## src/rtl/video_sprite_line_engine.sv

```systemverilog
// video_sprite_line_engine: per-line sprite evaluation into double-buffered slots, prioritised pixel out.
// Define VIDEO_SPRITE_COLLISION_EN to build the sprite-sprite collision flag.
module video_sprite_line_engine #(
  parameter int NUM_SPRITES = 16,
  parameter int SLOTS = 4,
  parameter int SPRITE_W = 16,
  parameter int SPRITE_H = 16,
  localparam int RB = $clog2(SPRITE_H)
) (
  input  logic                clk,
  input  logic                reset,
  input  logic                iomem_valid,
  input  logic [3:0]          iomem_wstrb,
  input  logic [31:0]         iomem_addr,
  input  logic [31:0]         iomem_wdata,
  input  logic                line_start,
  input  logic [8:0]          next_y,
  input  logic [8:0]          pixel_x,
  input  logic                pixel_en,
  output logic [6+RB-1:0]     spr_raddr,
  input  logic [SPRITE_W-1:0] spr_rdata,
  output logic                pix_opaque,
  output logic [2:0]          pix_color,
  output logic                busy,
  output logic                overflow,
  output logic                collision
);
  localparam int WB = $clog2(SPRITE_W);
  localparam int IW = NUM_SPRITES > 1 ? $clog2(NUM_SPRITES) : 1;
  localparam int CW = $clog2(SLOTS + 1);
  localparam int FW = SLOTS > 1 ? $clog2(SLOTS) : 1;

  typedef enum logic [1:0] {IDLE, SCAN, FETCH} state_t;
  state_t state, state_nx;

  logic [31:0] attr [NUM_SPRITES];
  logic [8:0] ny;
  logic [IW-1:0] idx;
  logic [CW-1:0] hit_cnt;
  logic [FW-1:0] fs;
  logic ph;

  logic [8:0] sh_x [SLOTS];
  logic [2:0] sh_col [SLOTS];
  logic [5:0] sh_img [SLOTS];
  logic [RB-1:0] sh_dy [SLOTS];
  logic [SPRITE_W-1:0] sh_row [SLOTS];
  logic [SLOTS-1:0] sh_hf, sh_valid;

  logic [8:0] ac_x [SLOTS];
  logic [2:0] ac_col [SLOTS];
  logic [SPRITE_W-1:0] ac_row [SLOTS];
  logic [SLOTS-1:0] ac_hf, ac_valid;

  logic [31:0] cur;
  logic [8:0] dy;
  logic hit, full, last_idx, last_fs, clr, ovf_set;
  logic [5:0] wr_idx;
  logic unused;

  assign cur = attr[idx];
  assign dy = ny - cur[17:9];
  assign hit = state == SCAN && cur[31] && dy < 9'(SPRITE_H);
  assign full = hit_cnt == CW'(SLOTS);
  assign last_idx = idx == IW'(NUM_SPRITES - 1);
  assign last_fs = CW'(fs) + CW'(1) == hit_cnt;
  assign wr_idx = iomem_addr[7:2];
  assign clr = iomem_valid && wr_idx == 6'd63 && iomem_wstrb[0];
  assign ovf_set = hit && full;
  assign busy = state != IDLE;
  assign spr_raddr = state == FETCH ? {sh_img[fs], sh_dy[fs]} : '0;
  assign unused = ^{iomem_addr[31:8], iomem_addr[1:0], cur[30], cur[28:27]};

  always_ff @(posedge clk)
    state <= reset ? IDLE : state_nx;

  // line_start restarts the pass from any state
  always_comb begin
    state_nx = line_start ? SCAN
      : state == SCAN && last_idx ? ((hit || hit_cnt != '0) ? FETCH : IDLE)
      : state == FETCH && ph && last_fs ? IDLE
      : state;
  end

  always_ff @(posedge clk) begin
    if (reset) begin
      for (int i = 0; i < NUM_SPRITES; i++) attr[i] <= '0;
    end else if (iomem_valid) begin
      for (int i = 0; i < NUM_SPRITES; i++)
        if (wr_idx == 6'(i))
          for (int b = 0; b < 4; b++)
            if (iomem_wstrb[b]) attr[i][8*b +: 8] <= iomem_wdata[8*b +: 8];
    end
  end

  // shadow valid marks fetched slots, so a partial pass swaps in only complete rows
  always_ff @(posedge clk) begin
    if (reset) begin
      ny <= '0;
      idx <= '0;
      hit_cnt <= '0;
      fs <= '0;
      ph <= 1'b0;
      sh_valid <= '0;
      ac_valid <= '0;
    end else if (line_start) begin
      ny <= next_y;
      idx <= '0;
      hit_cnt <= '0;
      fs <= '0;
      ph <= 1'b0;
      sh_valid <= '0;
      ac_valid <= sh_valid;
      ac_x <= sh_x;
      ac_col <= sh_col;
      ac_hf <= sh_hf;
      ac_row <= sh_row;
    end else begin
      if (state == SCAN) idx <= last_idx ? '0 : idx + 1'b1;
      if (hit && !full) begin
        for (int s = 0; s < SLOTS; s++)
          if (CW'(s) == hit_cnt) begin
            sh_x[s] <= cur[8:0];
            sh_col[s] <= cur[26:24];
            sh_hf[s] <= cur[29];
            sh_img[s] <= cur[23:18];
            sh_dy[s] <= dy[RB-1:0];
          end
        hit_cnt <= hit_cnt + 1'b1;
      end
      if (state == FETCH) begin
        ph <= ~ph;
        if (ph) begin
          sh_row[fs] <= spr_rdata;
          sh_valid[fs] <= 1'b1;
          fs <= fs + 1'b1;
        end
      end
    end
  end

  logic [SLOTS-1:0] op;
  logic [8:0] dx;
  logic [2:0] win_col;
  logic any;
`ifdef VIDEO_SPRITE_COLLISION_EN
  logic multi;
`endif

  always_comb begin
    op = '0;
    dx = '0;
    win_col = '0;
    any = 1'b0;
`ifdef VIDEO_SPRITE_COLLISION_EN
    multi = 1'b0;
`endif
    for (int s = 0; s < SLOTS; s++) begin
      dx = pixel_x - ac_x[s];
      op[s] = ac_valid[s] && dx < 9'(SPRITE_W) && ac_row[s][ac_hf[s] ? ~dx[WB-1:0] : dx[WB-1:0]];
`ifdef VIDEO_SPRITE_COLLISION_EN
      multi = multi | (any & op[s]);
`endif
      win_col = op[s] && !any ? ac_col[s] : win_col;
      any = any | op[s];
    end
  end

  always_ff @(posedge clk) begin
    if (reset) begin
      pix_opaque <= 1'b0;
      pix_color <= '0;
      overflow <= 1'b0;
    end else begin
      pix_opaque <= pixel_en && any;
      pix_color <= pixel_en ? win_col : 3'b0;
      overflow <= ovf_set ? 1'b1 : clr ? 1'b0 : overflow;
    end
  end

`ifdef VIDEO_SPRITE_COLLISION_EN
  always_ff @(posedge clk)
    collision <= reset ? 1'b0 : (pixel_en && multi) ? 1'b1 : clr ? 1'b0 : collision;
`else
  assign collision = 1'b0;
`endif
endmodule

```

## config.mk

```make
export PLATFORM = sky130hd
export DESIGN_NAME = video_sprite_line_engine
export DESIGN_NICKNAME = d
export VERILOG_FILES = /design/src/rtl/video_sprite_line_engine.sv
export SDC_FILE = /design/constraint.sdc
export NUM_CORES = 1
export LEC_CHECK = 0
export CAP_MARGIN = 10
export CORE_MARGIN = 2
export CORE_UTILIZATION = 45
export CTS_CLUSTER_DIAMETER = 200
export DETAILED_ROUTE_END_ITERATION = 10
export PLACE_DENSITY = 0.65
export SYNTH_ARGS = -nofsm -noshare
export SYNTH_HDL_FRONTEND = slang
export SYNTH_SLANG_ARGS = --single-unit
```

## constraint.sdc

```tcl
create_clock -name clk -period 16.56 [get_ports clk]
set_input_delay 2.484 -clock clk [delete_from_list [all_inputs] [get_ports clk]]
set_output_delay 2.484 -clock clk [all_outputs]
set_load 0.03 [all_outputs]
```

-- After elaboration in Yosys (flattened, before gate mapping)
Memories as Yosys holds them, arrays and structs flattened. A register that Yosys moved wholly into a read port is not among the register bits.
Index checks and enable logic that the tools add are counted.
- add/sub/neg operators: 9
- $lt $le $gt $ge: 13
- equal/unequal tests: 24
- multiplexer cells: 399
- bitwise logic cells: 77
- reduce and logical (&&, ||, !) cells: 50
- operator list (kind ; number):
    $mux 8 ; 64
    $mux 1 ; 296
    $or 1x1->1 ; 67
    $bwmux 64 ; 1
    $eq 6x4->1 const B ; 8
    $lt 9x5->1 const B ; 5
    $sub 9x9->9 ; 5
    $mux 4 ; 10
    $demux 16 s2 ; 1
    $mux 2 ; 13
    $eq 6x3->1 const B ; 4
    $logic_and 1x1->1 ; 23
    $lt 4x5->1 const B ; 4
    $reduce_and 4->1 ; 5
    $mux 6 ; 3
    $reduce_or 6->1 ; 3
    $bmux 1 s4 ; 4
    $mux 16 ; 1
    $not 4->4 ; 4
    $eq 6x2->1 const B ; 2
    $mux 3 ; 4
    $reduce_or 4->1 ; 3
    $mux 10 ; 1
    $eq 2x3->1 const A ; 2
    other kinds (28) ; 39
- register bits after elaboration: 266
- bits in writable memories: 552
- bits of input ports: 107
- output and inout port bits: 17
- word-level logic and storage cells: 616
- memories: 3
- memory list (name ; words ; width ; read ports ; clocked after Yosys merged registers in ; write ports ; line ; text):
    attr ; 16 ; 32 ; 1 ; 1 ; 16 ; 36 ; logic [31:0] attr [NUM_SPRITES];
    sh_img ; 4 ; 6 ; 1 ; 1 ; 1 ; 45 ; logic [5:0] sh_img [SLOTS];
    sh_dy ; 4 ; 4 ; 1 ; 1 ; 1 ; 46 ; logic [RB-1:0] sh_dy [SLOTS];

-- Logic depth before layout (Yosys ltp)
Gate-level depths: netlist of the first run.
- depth after elaboration: 12
- mapped depth: 16
- depth with buffers taken out: 12

-- Least setup slack after synthesis of the first run
OpenSTA, ideal clock, no wires.
- kind: in2reg
- from: in line_start
- to: reg ac_col[0] in the netlist's numbering (enable)
- setup time: 0.604 ns
- arrival: 8.425 ns
- required time: 15.956 ns
- path slack: 7.531 ns
- stages on the path: 3
- buffers on the path: 2
- cell sequence: clkbuf_1 > clkbuf_1 > nor2b_1
- longest elaborated chain between the ends: 1
- ends and longest elaborated chain (element ; line ; text):
    start: declaration ; 16 ; input logic line_start,
    $reduce_and 2->1 (no line) ; - ;
    end signal: assignment ; 115 ; ac_col <= sh_col;
    end: declaration ; 51 ; logic [2:0] ac_col [SLOTS];
Every way passes these cells.
A chain may end at the register's enable or synchronous reset.

-- Worst setup path after layout of the first run
- from: in pixel_x[0]
- to: reg pix_color[1]
- longest elaborated chain between the ends: 11
- elaborated cells on any way between the ends: 44
- classes of those cells: add/sub (4); order compare (4); mux (16); bitwise (6); reduce/logical (14)
- ends and longest elaborated chain (element ; line ; text):
    start: declaration ; 18 ; input logic [8:0] pixel_x,
    $sub 9x9->9 ; 159 ; dx = pixel_x - ac_x[s];
    $not 4->4 ; 160 ; op[s] = ac_valid[s] && dx < 9'(SPRITE_W) && ac_row[s][ac_hf[s] ? ~dx[WB-1:0] : dx[WB-1:0]];
    $mux 4 ; 160 ;
    $bmux 1 s4 ; 160 ;
    $mux 1 ; 160 ;
    $logic_and 1x1->1 ; 160 ;
    $logic_not 1->1 or $or 1x1->1 (tied branches) ; 164, 165 ;
    $logic_and 1x1->1 (tied with other cells) ; 164 ; win_col = op[s] && !any ? ac_col[s] : win_col;
    $mux 3 (tied with other cells) ; 164 ;
    $mux 3 or $logic_and 1x1->1 (tied branches) ; 164 ;
    $mux 3 * ; 164 ;
    end signal: assignment ; 176 ; pix_color <= pixel_en ? win_col : 3'b0;
    end: declaration ; 23 ; output logic [2:0] pix_color,
Mark *: on every way between the ends. The rest lies on a longest branch, timed or not. The select of a mux whose other input is x is not followed.

==> out/qor.yml, run 1 <==
status:
  status: "complete, no violations"
sta:
  hold_violations: 0
  tns_ns: 0
  relSlewSlack: 0.113
  postLayoutSetupSlackWorst_ns: 10.40
  period_needed_ns: 6.16
  tightestPinTransition_ns: 1.31
  finalMaxSlewViolations: 0
  finalSetupViolCount: 0
  timing.final.crit_share: 0.372
  grt_setup_unrepaired: "false"
  fmax_ghz: 0.162
  holdWs_ns: 0.404
  fin_worst_skew_ns: 0.0289
yosys:
  synth_cells: 1975
  avgSynthCellArea_um2: 16.4
  async_flop_share: 0
  syn-cell-area_um2: 32400
  synth_seq_area_share: 0.708
  synth_ff_type: "edfxtp_1"
  ys_types: 65
  ys_warn_count: 0
  synth-seq-cells: 776
  synth_nets: 2137
  synth-edff-count: 736
power_and_ir_drop:
  p_int_mw: 3.43
  pwr-share-clk: 0.417
  switchingPower_uw: 914
  combinationalPowerShare: 0.063
  p_leak_nw: 12.4
  vdd_drop_max_uv: 76.5
  seq_power_share: 0.521
  powerDensity_nw_per_um2: 118
  swShare: 0.210
floorplanning:
  dieArea_um2: 74100
  ios: 124
  start_util: 0.454
  core.rowCount: 98
  coreArea_um2: 71400
  fp.dieW_um: 272
  dieHeight_um: 272
cts:
  clkTransAtPathRegs_ns: 0.06
  cts_sinks: 776
  cts-root-buf: "clkbuf_16"
  cts_tree: "built"
  cts_hold_buf: 0
  htreeDepth: 3
  clk_latency_ns: 0.63
  cts_made_buffers: 80
  cts_buffer_depth: 3
  cts_resized: 0
  post_cts_buffers: 0
routing:
  first_pass_iters: 5
  dr.first_iter.drc_count: 1488
  avgRoutedWirePerCell_um: 22.8
  ant_nets: 0
  drc: 0
  via_per_inst: 5.55
  via_count: 17187
  routed_wl_um: 70600
placed_design:
  dp_hpwl_um: 47900
  place_ws_ns: 9.64
  dpl.cell_count: 2948
  routabilityCongestion: 0.845
  dpl_cell_area_um2: 34300
  io_buffers: 93
layout:
  diodes: 0
  mostFrequentLayoutCells: "736 x edfxtp_1, 344 x nor2_1, 181 x mux4_2"
  synthToLayoutAreaGrowth_pct: 14.1
  fin_area_um2: 36900
  instances_no_fill: 3094
  final_common_cell: "edfxtp_1"
  nets: 2242
  drive_gt1_frac: 0.154
critical_path:
  critPathMaxFanout: 4
  cp-start-kind: "primary input"
  cp-end-kind: "flip-flop"
  required_ns: 17.07
  path_class: "in2reg"
  worstPathArrival_ns: 6.68
global_routing:
  antenna_found_initial: 3
  grt_overflow: 0
  grt_pass1_vias: 17726
  track_usage: 0.192
  grt_pass1_wl_um: 107000
  grt_max_degree: 77
worst_hold_path:
  hp-class: "reg2reg"
flow_run:
  maxCapViolCount: 0
[metal layers]
| layer | GRT usage | share of wire | up-vias |
|---|---|---|---|
| li1 | - | - | 7706 |
| met1 | 0.252 | 0.41 | 8846 |
| met2 | 0.332 | 0.51 | 521 |
| met3 | 0.0332 | 0.056 | 110 |
| met4 | 0.0518 | 0.022 | 4 |
| met5 | 0 | 0.00037 | - |
[registers in the layout (all words and copies together) (netlist names), 9 cells and up, named ones only]
signal  flops
ac_col     12
sh_row     64
ac_x       36
sh_col     12
ny          9
sh_dy      16
attr      464
ac_row     64
sh_x       36
sh_img     24
[per-stage QoR]
stage	util	power (mW)
detailed placement	0.481	2.58
global route	0.518	4.48
finish	0.518	4.34
floorplan	-	2.47
CTS	0.518	4.38
global placement	0.481	2.56
[cells in the mapped netlist (4+ instances only)]
library cell | count | share of area
edfxtp_1 | 736 | 0.68
nor2_1 | 344 | 0.040
mux4_2 | 181 | 0.13
nand2_1 | 140 | 0.016
inv_1 | 89 | 0.010
clkbuf_1 | 74 | 0.0086
ha_1 | 50 | 0.019
o21ai_0 | 43 | 0.0066
dfxtp_1 | 40 | 0.025
mux2i_1 | 26 | 0.0080
xnor2_1 | 25 | 0.0068
a21oi_1 | 20 | 0.0031
nor2b_1 | 19 | 0.0037
nor3_1 | 14 | 0.0022
xor2_1 | 13 | 0.0035
nand3_1 | 12 | 0.0019
buf_1 | 11 | 0.0013
a21o_1 | 10 | 0.0023
nand2b_1 | 9 | 0.0017
and2_1 | 8 | 0.0015
or3_1 | 8 | 0.0015
a211oi_1 | 7 | 0.0016
and4_1 | 7 | 0.0019
o21a_1 | 6 | 0.0014
a221oi_1 | 5 | 0.0014
fa_1 | 5 | 0.0031
a31oi_1 | 4 | 0.00077
buf_2 | 4 | 0.00062
nand3b_1 | 4 | 0.00093
[path summary, 6_finish.rpt]
check,start,endpoint,slack [ns],cells after the start
min reg2reg,sh_row[24]$_DFFE_PP_,ac_row[24]$_DFFE_PP_,0.40,0
max reg2reg,flip-flop,sh_hf[2]$_DFFE_PP_,11.19,12
min,sh_row[24]$_DFFE_PP_,ac_row[24]$_DFFE_PP_,0.40,0
max,pixel_x[0],pix_color[1]$_SDFF_PP0_,10.40,12
[worst max-delay path, stage by stage]
cell and delay [ns]:
clkdlybuf4s50_1 0.40, inv_1 0.17, ha_1 0.22, inv_1 0.06, fa_1 0.49, xor2_1 0.62, mux4_2 0.42, mux2i_1 0.09
mux2_2 0.32, nor4_1 0.67, or4b_4 0.57, o32ai_1 0.16
[power groups by stage]
stage	Clock, mW	Combinational, mW	Sequential (mW)
6_report	1.81	0.273	2.26
5_1_grt	1.91	0.295	2.27
4_1_cts	1.84	0.276	2.26
3_3_place_gp	0	0.268	2.30
2_1_floorplan	0	0.182	2.29
3_5_place_dp	0	0.275	2.30
[logic make-up (layout without fill, tap and decap cells)]
| group | Yosys count | count (layout) | synth area share |
|---|---|---|---|
| flops | 776 | 776 | 0.708 |
| buf+inv | 183 | 352 | 0.0220 |
| fa+ha+maj | 55 | 55 | 0.0224 |
| mux | 210 | 210 | 0.135 |
| xor+xnor | 39 | 39 | 0.0110 |
| compound gates | 127 | 127 | 0.0258 |
| other cells | 1 | 1 | 0.000116 |
| simple gates | 584 | 584 | 0.0760 |
[area by class of cell]
cell class	count	area (µm²)
Fill cell	5807	34400
Clock inverter	37	453
Sequential cell	776	22900
Tap cell	950	1190
Clock buffer	109	2180
Timing Repair Buffer	116	1100
Multi-Input combinational cell	1016	8770
Inverter	90	339
No activity file was read; power rests on OpenSTA's default activity.
==> run 2, diff against run 1 <==
--- a/config.mk
+++ b/config.mk
@@ -10,7 +10,7 @@
 export CORE_UTILIZATION = 45
 export CTS_CLUSTER_DIAMETER = 200
 export DETAILED_ROUTE_END_ITERATION = 10
-export PLACE_DENSITY = 0.65
+export PLACE_DENSITY = 0.67
 export SYNTH_ARGS = -nofsm -noshare
 export SYNTH_HDL_FRONTEND = slang
 export SYNTH_SLANG_ARGS = --single-unit
==> constraint.sdc (replaced) <==
create_clock -name clk -period 5.61 [get_ports clk]
set_input_delay 0.8415 -clock clk [delete_from_list [all_inputs] [get_ports clk]]
set_output_delay 0.8415 -clock clk [all_outputs]
set_load 0.03 [all_outputs]
==> run 2 against run 1 <==
Global-route usage up 0.33 points. Total power rose to 2.9 times the previous value. Final cell count up 0.26%. Count of clock-buffer cells in the layout down 1. Routed wire length up 0.78%. Clock skew up 0.0094 ns. Non-clock buffer count up 11. Combinational power rose to 3.0 times the previous value. Sequential share of layout area up 0.082 points. Highest routed layer is now met4. Largest power group unchanged.
==> out/qor.yml, run 2 (synthesis gave the netlist of run 1 again) <==
sta:
  finalMaxSlewViolations: 0  # unchanged
  postLayoutSetupSlackWorst_ns: 0.507  # -9.89 ns
  timing.final.crit_share: 0.910
  tightestPinTransition_ns: 1.11  # -0.205 ns
  relSlewSlack: 0.255  # +0.142
  grt_setup_unrepaired: "false"
  fin_worst_skew_ns: 0.0382  # +0.00935 ns
  hold_violations: 0  # unchanged
  holdWs_ns: 0.409  # +0.00537 ns
  tns_ns: 0  # unchanged
  fmax_ghz: 0.196
  period_needed_ns: 5.10
  finalSetupViolCount: 0  # unchanged
power_and_ir_drop:
  switchingPower_mw: 2.74  # +200%
  combinationalPowerShare: 0.065  # +0.002
  powerDensity_nw_per_um2: 341  # +190%
  seq_power_share: 0.531  # +0.010
  p_int_mw: 9.83  # +190%
  swShare: 0.218  # +0.00776
  vdd_drop_max_uv: 238  # +210%
  p_leak_nw: 12.4  # about the same
  pwr-share-clk: 0.404  # -0.013
layout:
  num-fill-cells: 5729  # -1.3%
  synthToLayoutAreaGrowth_pct: 14.0
  final_util: 0.517  # -0.000684
  mostFrequentLayoutCells: "736 x edfxtp_1, 344 x nor2_1, 181 x mux4_2"
  final_common_cell: "edfxtp_1"
  regMostFlops: "attr"
  reg_top3: "attr (464), ac_row (64), sh_row (64)"
  drive_gt1_frac: 0.158  # +0.00407
  nets: 2252  # +0.45%
  regArea_um2: 22900  # unchanged
  fin_area_um2: 36900  # -0.13%
  largest_reg_flops: 464  # unchanged
  multi_input_area_um2: 8770  # unchanged
  diodes: 0  # unchanged
cts:
  cts_made_buffers: 79  # -1.3%
  cts_tree: "built"
  cts_buffer_depth: 3  # unchanged
  post_cts_buffers: 0  # unchanged
  cts_resized: 0  # unchanged
  clkTransAtPathRegs_ns: 0.06  # about the same
  cts-root-buf: "clkbuf_16"
  cts_sinks: 776  # unchanged
  cts_hold_buf: 0  # unchanged
  htreeDepth: 3  # unchanged
  clk_latency_ns: 0.65  # +0.02 ns
placed_design:
  dpl_cell_area_um2: 34400  # +0.28%
  dp_hpwl_um: 49300  # +2.9%
  routabilityCongestion: 0.847  # +0.25%
  place_ws_ns: 0.477  # -9.16 ns
  io_buffers: 93  # unchanged
routing:
  via_count: 17199  # +0.070%
  dr.first_iter.drc_count: 1635  # +9.9%
  ant_nets: 0  # unchanged
  first_pass_iters: 8  # +3
  avgRoutedWirePerCell_um: 22.9  # +0.52%
  routed_wl_um: 71100  # +0.78%
  via_per_inst: 5.54  # -0.19%
  drc: 0  # unchanged
critical_path:
  path_class: "reg2reg"
  critPathMaxFanout: 21  # +17
  required_ns: 5.86  # -11.21 ns
  worstPathArrival_ns: 5.35  # -1.33 ns
  cp-start-kind: "flip-flop"
  cp-end-kind: "flip-flop"
global_routing:
  grt_max_degree: 51  # -34%
  grt_pass1_wl_um: 108000  # +1.8%
  antenna_found_initial: 1  # -2
  grt_pass1_vias: 17914  # +1.1%
  grt_overflow: 0  # unchanged
  track_usage: 0.196  # +0.00329
worst_hold_path:
  hp-class: "reg2reg"
floorplanning:
  dieArea_um2: 74100  # unchanged
  fp.dieW_um: 272  # unchanged
  dieHeight_um: 272  # unchanged
  core.rowCount: 98  # unchanged
  coreArea_um2: 71400  # unchanged
  ios: 124  # unchanged
  start_util: 0.454  # unchanged
status:
  status: "complete, no violations"
flow_run:
  maxCapViolCount: 0  # unchanged
[run 2: changes by cell type in the layout (fill, tap and decap cells not counted), sizes merged]
cell,before,now
clkinv,26,27
inv,90,93
clkbuf,109,108
buf,23,34
bufinv,10,4
[run 2: metrics by stage]
stage | power [mW] | std cells
2_1_floorplan | 7.29 | 1975
3_3_place_gp | 7.58 | 2959
3_5_place_dp | 7.62 | 2959
4_1_cts | 12.7 | 3102
5_1_grt | 13.0 | 3102
6_report | 12.6 | 3102
[run 2: path summary, 6_finish.rpt]
kind	start	to	slack [ns]	cells past startpoint
worst min register to register	sh_row[44]$_DFFE_PP_	ac_row[44]$_DFFE_PP_	0.41	0
worst max-delay path	flip-flop	sh_hf[0]$_DFFE_PP_	0.51	12
worst min-delay path	sh_row[44]$_DFFE_PP_	ac_row[44]$_DFFE_PP_	0.41	0
worst max register to register	flip-flop	sh_hf[0]$_DFFE_PP_	0.51	12
[run 2: power by group through the flow]
stage               combinational [mW]  sequential, mW  clock [mW]
CTS                              0.825            6.68        5.17
detailed placement               0.821            6.80           0
global placement                 0.801            6.78           0
floorplan                        0.537            6.75           0
finish                           0.817            6.67        5.09
global route                     0.882            6.69        5.40
[run 2: routing by layer]
| metal | vias up | global-route usage | wire length [µm] |
|---|---|---|---|
| met3 | 152 | 0.0330 | 3900 |
| met2 | 560 | 0.339 | 36900 |
| li1 | 7708 | - | - |
| met5 | - | 0 | 0 |
| met1 | 8779 | 0.250 | 28000 |
| met4 | 0 | 0.0675 | 2370 |
[run 2: final cells by class]
| type | count | area share |
|---|---|---|
| Multi-Input combinational cell | 1016 | 0.238 |
| Clock inverter | 35 | 0.00929 |
| Timing Repair Buffer | 127 | 0.0325 |
| Tap cell | 950 | 0.0322 |
| Clock buffer | 108 | 0.0582 |
| Sequential cell | 776 | 0.621 |
| Inverter | 90 | 0.00919 |
[run 2: worst max-delay path: stages, from the launching register on]
cell	delay, ns
dfxtp_4	0.61
buf_4	0.30
mux4_2	0.55
mux4_2	0.46
inv_1	0.17
ha_1	0.31
o21ai_0	0.18
a21oi_1	0.12
o21a_1	0.20
o211a_1	0.21
or3_1	0.42
a21oi_1	0.44
and4_1	0.71
==> run 3, diff against run 2 <==
--- a/config.mk
+++ b/config.mk
@@ -11,6 +11,7 @@
 export CTS_CLUSTER_DIAMETER = 200
 export DETAILED_ROUTE_END_ITERATION = 10
 export PLACE_DENSITY = 0.67
+export SKIP_LAST_GASP = 1
 export SYNTH_ARGS = -nofsm -noshare
 export SYNTH_HDL_FRONTEND = slang
 export SYNTH_SLANG_ARGS = --single-unit
==> results of run 3 <==
Final layout, timing and power as in run 2 (identical DEF).
